<file path="config.mk">
export PLATFORM = sky130hd
export DESIGN_NAME = clk_cmd_decoder
export DESIGN_NICKNAME = d
export VERILOG_FILES = /design/src/rtl/clk_cmd_pkg.sv /design/src/rtl/rdy_edge_det.sv /design/src/rtl/clk_cmd_decoder.sv
export SDC_FILE = /design/constraint.sdc
export NUM_CORES = 1
export LEC_CHECK = 0
export ABC_CLOCK_PERIOD_IN_PS = 6800
export CORE_MARGIN = 10
export CORE_UTILIZATION = 45
export DETAILED_ROUTE_END_ITERATION = 6
export PLACE_DENSITY = 0.71
export SLEW_MARGIN = 25
export SYNTH_ARGS = -nofsm -noshare
export SYNTH_HDL_FRONTEND = slang
export SYNTH_SLANG_ARGS = --single-unit
</file>
<file path="constraint.sdc">
create_clock -name clk -period 6.8 [get_ports clk]
set_clock_uncertainty 0.2 [all_clocks]
set_input_delay 1.02 -clock clk [delete_from_list [all_inputs] [get_ports clk]]
set_output_delay 1.02 -clock clk [all_outputs]
set_load 0.02 [all_outputs]
</file>
<file path="src/rtl/clk_cmd_pkg.sv">
`default_nettype none
// ============================================================================
// Module      : clk_cmd_pkg
// Description : Shared constants, state encoding and helpers for the mm:ss
//               clock UART command decoder.
// Revision    : 1.0  initial release
// ============================================================================
package clk_cmd_pkg;

  localparam logic [7:0] C_ASCII_R   = 8'h52;
  localparam logic [7:0] C_ASCII_P   = 8'h50;
  localparam logic [7:0] C_ASCII_L   = 8'h4C;
  localparam logic [7:0] C_ASCII_A   = 8'h41;
  localparam logic [7:0] C_ASCII_D   = 8'h44;
  localparam logic [7:0] C_ASCII_E   = 8'h45;
  localparam logic [7:0] C_ASCII_ESC = 8'h1B;
  localparam logic [7:0] C_ASCII_0   = 8'h30;

  localparam logic [3:0] C_LIM_TENS  = 4'd5;
  localparam logic [3:0] C_LIM_ONES  = 4'd9;

  typedef enum logic [2:0] {
    ST_IDLE = 3'd0,
    ST_E_MT = 3'd1,
    ST_E_MO = 3'd2,
    ST_E_ST = 3'd3,
    ST_E_SO = 3'd4
  } state_t;

  // Commands are case-insensitive; fold a-z onto A-Z.
  function automatic logic [7:0] to_upper(input logic [7:0] b);
    logic [7:0] r;
    r = b;
    if (b >= 8'h61 && b <= 8'h7A) begin
      r = b - 8'h20;
    end
    return r;
  endfunction

  function automatic logic is_digit(input logic [7:0] b);
    return (b >= C_ASCII_0) && (b <= (C_ASCII_0 + 8'd9));
  endfunction

  function automatic logic [3:0] digit_limit(input state_t s);
    logic [3:0] lim;
    lim = C_LIM_ONES;
    if (s == ST_E_MT || s == ST_E_ST) begin
      lim = C_LIM_TENS;
    end
    return lim;
  endfunction

  // Display enables ordered {mtens, mones, stens, sones}.
  function automatic logic [3:0] dsp_mask(input state_t s, input logic alarm,
                                          input logic blink);
    logic [3:0] m;
    m = 4'hF;
    if (!alarm) begin
      case (s)
        ST_E_MT: m[3] = blink;
        ST_E_MO: m[2] = blink;
        ST_E_ST: m[1] = blink;
        ST_E_SO: m[0] = blink;
        default: m = 4'hF;
      endcase
    end
    return m;
  endfunction

endpackage
`default_nettype wire

</file>
<file path="src/rtl/rdy_edge_det.sv">
`default_nettype none
// ============================================================================
// Module      : rdy_edge_det
// Description : Registers the UART byte-valid level and emits a one-cycle
//               pulse on its rising edge.
// Revision    : 1.0  initial release
// ============================================================================
module rdy_edge_det (
  input  logic clk,
  input  logic rst,
  input  logic i_rdy,
  output logic o_rise
);

  logic r_rdy_q;

  always_ff @(posedge clk) begin
    if (rst) begin
      r_rdy_q <= 1'b0;
    end else begin
      r_rdy_q <= i_rdy;
    end
  end

  assign o_rise = i_rdy & ~r_rdy_q;

endmodule
`default_nettype wire

</file>
<file path="src/rtl/clk_cmd_decoder.sv">
`default_nettype none
// ============================================================================
// Module      : clk_cmd_decoder
// Description : Decodes UART ASCII commands into run/freeze, digit load
//               strobes, display enables and display/alarm control.
// Revision    : 1.0  initial release
// ============================================================================
module clk_cmd_decoder
  import clk_cmd_pkg::*;
(
  input  logic       clk,
  input  logic       rst,
  input  logic       i_rx_data_rdy,
  input  logic [7:0] i_rx_data,
  input  logic       i_blink,
  output logic       o_run,
  output logic       o_ld_mtens,
  output logic       o_ld_mones,
  output logic       o_ld_stens,
  output logic       o_ld_sones,
  output logic       o_ld_alarm,
  output logic [3:0] o_ld_num,
  output logic       o_dsp_mtens,
  output logic       o_dsp_mones,
  output logic       o_dsp_stens,
  output logic       o_dsp_sones,
  output logic       o_sel_led_disp,
  output logic       o_alarm_en,
  output logic       o_busy
);

  logic       w_rise;
  logic [7:0] w_byte_up;
  logic       w_is_esc;
  logic       w_digit_ok;
  logic [3:0] w_ld_onehot;
  logic       w_leave_clk;
  state_t     w_nxt_state;
  logic       w_nxt_tgt;

  state_t     r_state;
  logic       r_tgt;
  logic       r_run;
  logic       r_run_saved;
  logic [3:0] r_ld;
  logic       r_ld_alarm;
  logic [3:0] r_ld_num;
  logic [3:0] r_dsp;
  logic       r_sel;
  logic       r_alarm_en;
  logic       r_busy;

  rdy_edge_det u_rdy_edge_det (
    .clk    (clk),
    .rst    (rst),
    .i_rdy  (i_rx_data_rdy),
    .o_rise (w_rise)
  );

  always_comb begin
    w_byte_up   = to_upper(i_rx_data);
    w_is_esc    = (i_rx_data == C_ASCII_ESC);
    w_digit_ok  = is_digit(i_rx_data) && (i_rx_data[3:0] <= digit_limit(r_state));
    w_nxt_state = r_state;
    w_nxt_tgt   = r_tgt;
    w_ld_onehot = 4'b0000;
    case (r_state)
      ST_E_MT: w_ld_onehot = 4'b1000;
      ST_E_MO: w_ld_onehot = 4'b0100;
      ST_E_ST: w_ld_onehot = 4'b0010;
      ST_E_SO: w_ld_onehot = 4'b0001;
      default: w_ld_onehot = 4'b0000;
    endcase
    if (w_rise) begin
      case (r_state)
        ST_IDLE: begin
          if (w_byte_up == C_ASCII_L) begin
            w_nxt_state = ST_E_MT;
            w_nxt_tgt   = 1'b0;
          end else if (w_byte_up == C_ASCII_A) begin
            w_nxt_state = ST_E_MT;
            w_nxt_tgt   = 1'b1;
          end
        end
        ST_E_MT: begin
          if (w_is_esc)        w_nxt_state = ST_IDLE;
          else if (w_digit_ok) w_nxt_state = ST_E_MO;
        end
        ST_E_MO: begin
          if (w_is_esc)        w_nxt_state = ST_IDLE;
          else if (w_digit_ok) w_nxt_state = ST_E_ST;
        end
        ST_E_ST: begin
          if (w_is_esc)        w_nxt_state = ST_IDLE;
          else if (w_digit_ok) w_nxt_state = ST_E_SO;
        end
        ST_E_SO: begin
          if (w_is_esc || w_digit_ok) w_nxt_state = ST_IDLE;
        end
        default: w_nxt_state = ST_IDLE;
      endcase
    end
    // Run is only restored when a clock (not alarm) entry is left.
    w_leave_clk = w_rise && (r_state != ST_IDLE) && !r_tgt &&
                  (w_is_esc || (r_state == ST_E_SO && w_digit_ok));
  end

  always_ff @(posedge clk) begin
    if (rst) begin
      r_state     <= ST_IDLE;
      r_tgt       <= 1'b0;
      r_run       <= 1'b0;
      r_run_saved <= 1'b0;
      r_ld        <= 4'b0000;
      r_ld_alarm  <= 1'b0;
      r_ld_num    <= 4'd0;
      r_dsp       <= 4'hF;
      r_sel       <= 1'b0;
      r_alarm_en  <= 1'b0;
      r_busy      <= 1'b0;
    end else begin
      r_state <= w_nxt_state;
      r_tgt   <= w_nxt_tgt;
      r_busy  <= (w_nxt_state != ST_IDLE);
      r_dsp   <= dsp_mask(w_nxt_state, w_nxt_tgt, i_blink);
      r_ld    <= 4'b0000;
      if (w_rise) begin
        if (r_state == ST_IDLE) begin
          case (w_byte_up)
            C_ASCII_R: r_run <= 1'b1;
            C_ASCII_P: r_run <= 1'b0;
            C_ASCII_L: begin
              r_run_saved <= r_run;
              r_run       <= 1'b0;
            end
            C_ASCII_D: r_sel      <= ~r_sel;
            C_ASCII_E: r_alarm_en <= ~r_alarm_en;
            default: ;
          endcase
        end else if (w_digit_ok) begin
          r_ld       <= w_ld_onehot;
          r_ld_num   <= i_rx_data[3:0];
          r_ld_alarm <= r_tgt;
        end
        if (w_leave_clk) begin
          r_run <= r_run_saved;
        end
      end
    end
  end

  assign o_run          = r_run;
  assign o_ld_mtens     = r_ld[3];
  assign o_ld_mones     = r_ld[2];
  assign o_ld_stens     = r_ld[1];
  assign o_ld_sones     = r_ld[0];
  assign o_ld_alarm     = r_ld_alarm;
  assign o_ld_num       = r_ld_num;
  assign o_dsp_mtens    = r_dsp[3];
  assign o_dsp_mones    = r_dsp[2];
  assign o_dsp_stens    = r_dsp[1];
  assign o_dsp_sones    = r_dsp[0];
  assign o_sel_led_disp = r_sel;
  assign o_alarm_en     = r_alarm_en;
  assign o_busy         = r_busy;

endmodule
`default_nettype wire

</file>
==> flow_metrics.tcl <==
set metrics [dict create \
    outcome "finished clean" \
    finalPower_mw 0.229 \
    pin_count 29 \
    antenna_left 0 \
    yosysMostFrequentCell "dfxtp_1" \
    cts-root-buf "clkbuf_4" \
    worstSetupStartpoint "i_rx_data[3]" \
    pwr_density_cell_nw_per_um2 142 \
    clk-insertion-delay-late_ns 0.31 \
    maxSlewViolCount 0 \
    synth_flop_cell "dfxtp_1" \
    fmax_mhz 251 \
    syn_area_sq_um 1340 \
    p_clk_frac 0.264 \
    fillers 272 \
    switching_power_mw 0.0570 \
    worst_setup_path_start_kind "input pin" \
    yosys-top-cells-count "23 x dfxtp_1, 18 x nor2_1, 15 x nand2_1" \
    hold_start "o_ld_num[3]" \
    overflow 0 \
    rsz0062_at_grt "no" \
    grt_max_degree 19 \
    ys_warn_count 0 \
    grt_pass1_vias 1163 \
    wl_mm 3.34 \
    die_x_microns 74.6 \
    cts-htree-levels 1 \
    yosysTopAreaCell "dfxtp_1" \
    peakVddDrop_v 0.0000941 \
    seqPwrFrac 0.593 \
    drc 0 \
    power.leakage_nw 0.562 \
    die_area_sq_um 5560 \
    criticalPathCategory "input pin to flop" \
    post_cts_resized 0 \
    syn_avg_cell_area_sq_um 8.38 \
    mappedNetlistNets 176 \
    finalCriticalPeriod_ns 3.98 \
    instances_no_fill 213 \
    synth-compound-area-share 0.165 \
    critPathMaxFanout 15 \
    numCtsBuffers 3 \
    track_usage 0.123 \
    p_comb_frac 0.143 \
    dp_slack_ns 2.53 \
    cp.arrival_ns 3.98 \
    regToRegStartpoint "r_state[0]" \
    critPathRequiredTime_ns 6.80 \
    synth_top_family_by_area "simple AND/OR/NAND/NOR gates" \
    layout.nets 199 \
    antenna_found_initial 0 \
    setup_viol 0 \
    end_kind "flop" \
    synth-xor-area-share 0.0131 \
    via_per_inst 5.93 \
    synth-edff-count 0 \
    cts.sinks 23 \
    worst_pin_slew_ns 0.800 \
    core_sq_um 2810 \
    yosys.area.top_type_share 0.343 \
    die_y_microns 74.6 \
    period_share 0.586 \
    n_antenna_cell 0 \
    synth-simple-area-share 0.368 \
    routedWlPerCell_microns 15.7 \
    start_util 0.478 \
    dpl.cell_count 209 \
    port_buffers 28 \
    syn_inst 160 \
    holdCritPathClass "flop to flop" \
    p_int_mw 0.172 \
    setup_tns_ns 0 \
    dr.first_iter.drc_count 102 \
    drive_gt1_frac 0.0714 \
    clk_pin_slew_ns 0.12 \
    globalplace.congestion 0.841 \
    ys_types 49 \
    grt_pass1_wl_mm 5.44 \
    synth_area_leaders "dfxtp_1 34%, nor2_1 5.0%, nand3_1 4.5%, nand2_1 4.2%, a21oi_1 3.7%" \
    synth_seq_area_share 0.343 \
    vias 1263 \
    synthMuxAreaShare 0.00746 \
    post_cts_buffers 0 \
    drv_cap 0 \
    timing.final.ws_setup_ns 2.82 \
    cts_tree "built" \
    timing.final.hold_violations 0 \
    syn2layout_area_growth_pct 20.5 \
    postCtsHoldBufs 0 \
    p_sw_frac 0.249 \
    slew_headroom 0.467 \
    clock_path_buffers 2 \
    fin_hold_ws_ns 0.266 \
    synth_fa_ha_area_frac 0.0373 \
    synth_async_sr_flop_share 0 \
    dp_hpwl_mm 2.59 \
    first_pass_iters 4 \
    synth_seq_cells 23 \
    rows 19 \
]
layout make-up:
type,instances,area (sq um),share of cell area
repair buffers,28,280,0.173
clock buffers,4,26.3,0.0163
inverters,5,18.8,0.0116
flip-flops and latches,23,460,0.285
multi-input cells,122,792,0.490
well taps,31,38.8,0.0240
cells by family after synthesis:
group / count (synthesis)
and+or+nand+nor: 84
AOI/OAI and AO/OA: 31
buffers and inverters: 15
adders and majority gates: 4
xor gates and xnor gates: 2
DFF: 23
muxes: 1
worst paths after layout:
path	end	slack, ns	depth (start not counted)
max	r_dsp[1]	2.82	8
min reg2reg	o_ld_num[3]	0.27	2
max reg2reg	r_dsp[1]	3.49	8
min	o_ld_num[3]	0.27	2
sequential cells by signal, summed over array words and instances, names as in the netlist, 3 cells and up:
| signal | flops |
|---|---|
| o_ld_num | 4 |
| r_dsp | 4 |
| r_ld | 4 |
| r_state | 3 |
per-layer routing:
metal	vias up	global-route usage	part of all wire	wire, microns
met4	0	0.0252	0.0081	27
li1	627	-	-	-
met1	582	0.138	0.38	1280
met5	-	0	0	0
met3	6	0.0559	0.10	333
met2	48	0.208	0.51	1700
through the flow:
| stage | utilization | cell area [sq um] |
|---|---|---|
| floorplan | - | 1340 |
| global placement | 0.567 | 1590 |
| detailed placement | 0.567 | 1590 |
| CTS | 0.576 | 1620 |
| global route | 0.576 | 1620 |
| finish | 0.576 | 1620 |
worst max-delay path: stages:
cell and delay [ns]:
clkdlybuf4s50_1 0.72, ha_1 0.33, a21oi_1 0.15, a31oi_1 0.08, a2111oi_4 0.79, o41ai_1 0.22
a211oi_2 0.31, or3b_1 0.36
power by group through the flow:
stage          Clock [mW]  Sequential, mW  Combinational (mW)
6_report           0.0605           0.136              0.0327
5_1_grt            0.0683           0.136              0.0356
4_1_cts            0.0630           0.136              0.0323
3_5_place_dp            0           0.139              0.0322
3_3_place_gp            0           0.139              0.0310
2_1_floorplan           0           0.139              0.0211
cell usage in the layout (no fill, tap or decap), types with 2 or more instances in the layout:
cell type,netlist,layout
a21oi_1,10,10
a31oi_1,4,4
and3_1,2,2
clkbuf_4,0,3
clkdlybuf4s50_1,0,28
dfxtp_1,23,23
ha_1,4,4
inv_1,5,5
nand2_1,15,15
nand3_1,12,12
nand3b_1,2,2
nand4_1,3,3
nand4b_1,2,2
nor2_1,18,18
nor2b_1,2,2
nor3_1,6,6
nor3b_1,4,4
nor4b_1,2,2
o21ai_0,6,6
or2b_1,2,2
xor2_1,2,2
Power figures use the tool's default switching activity.
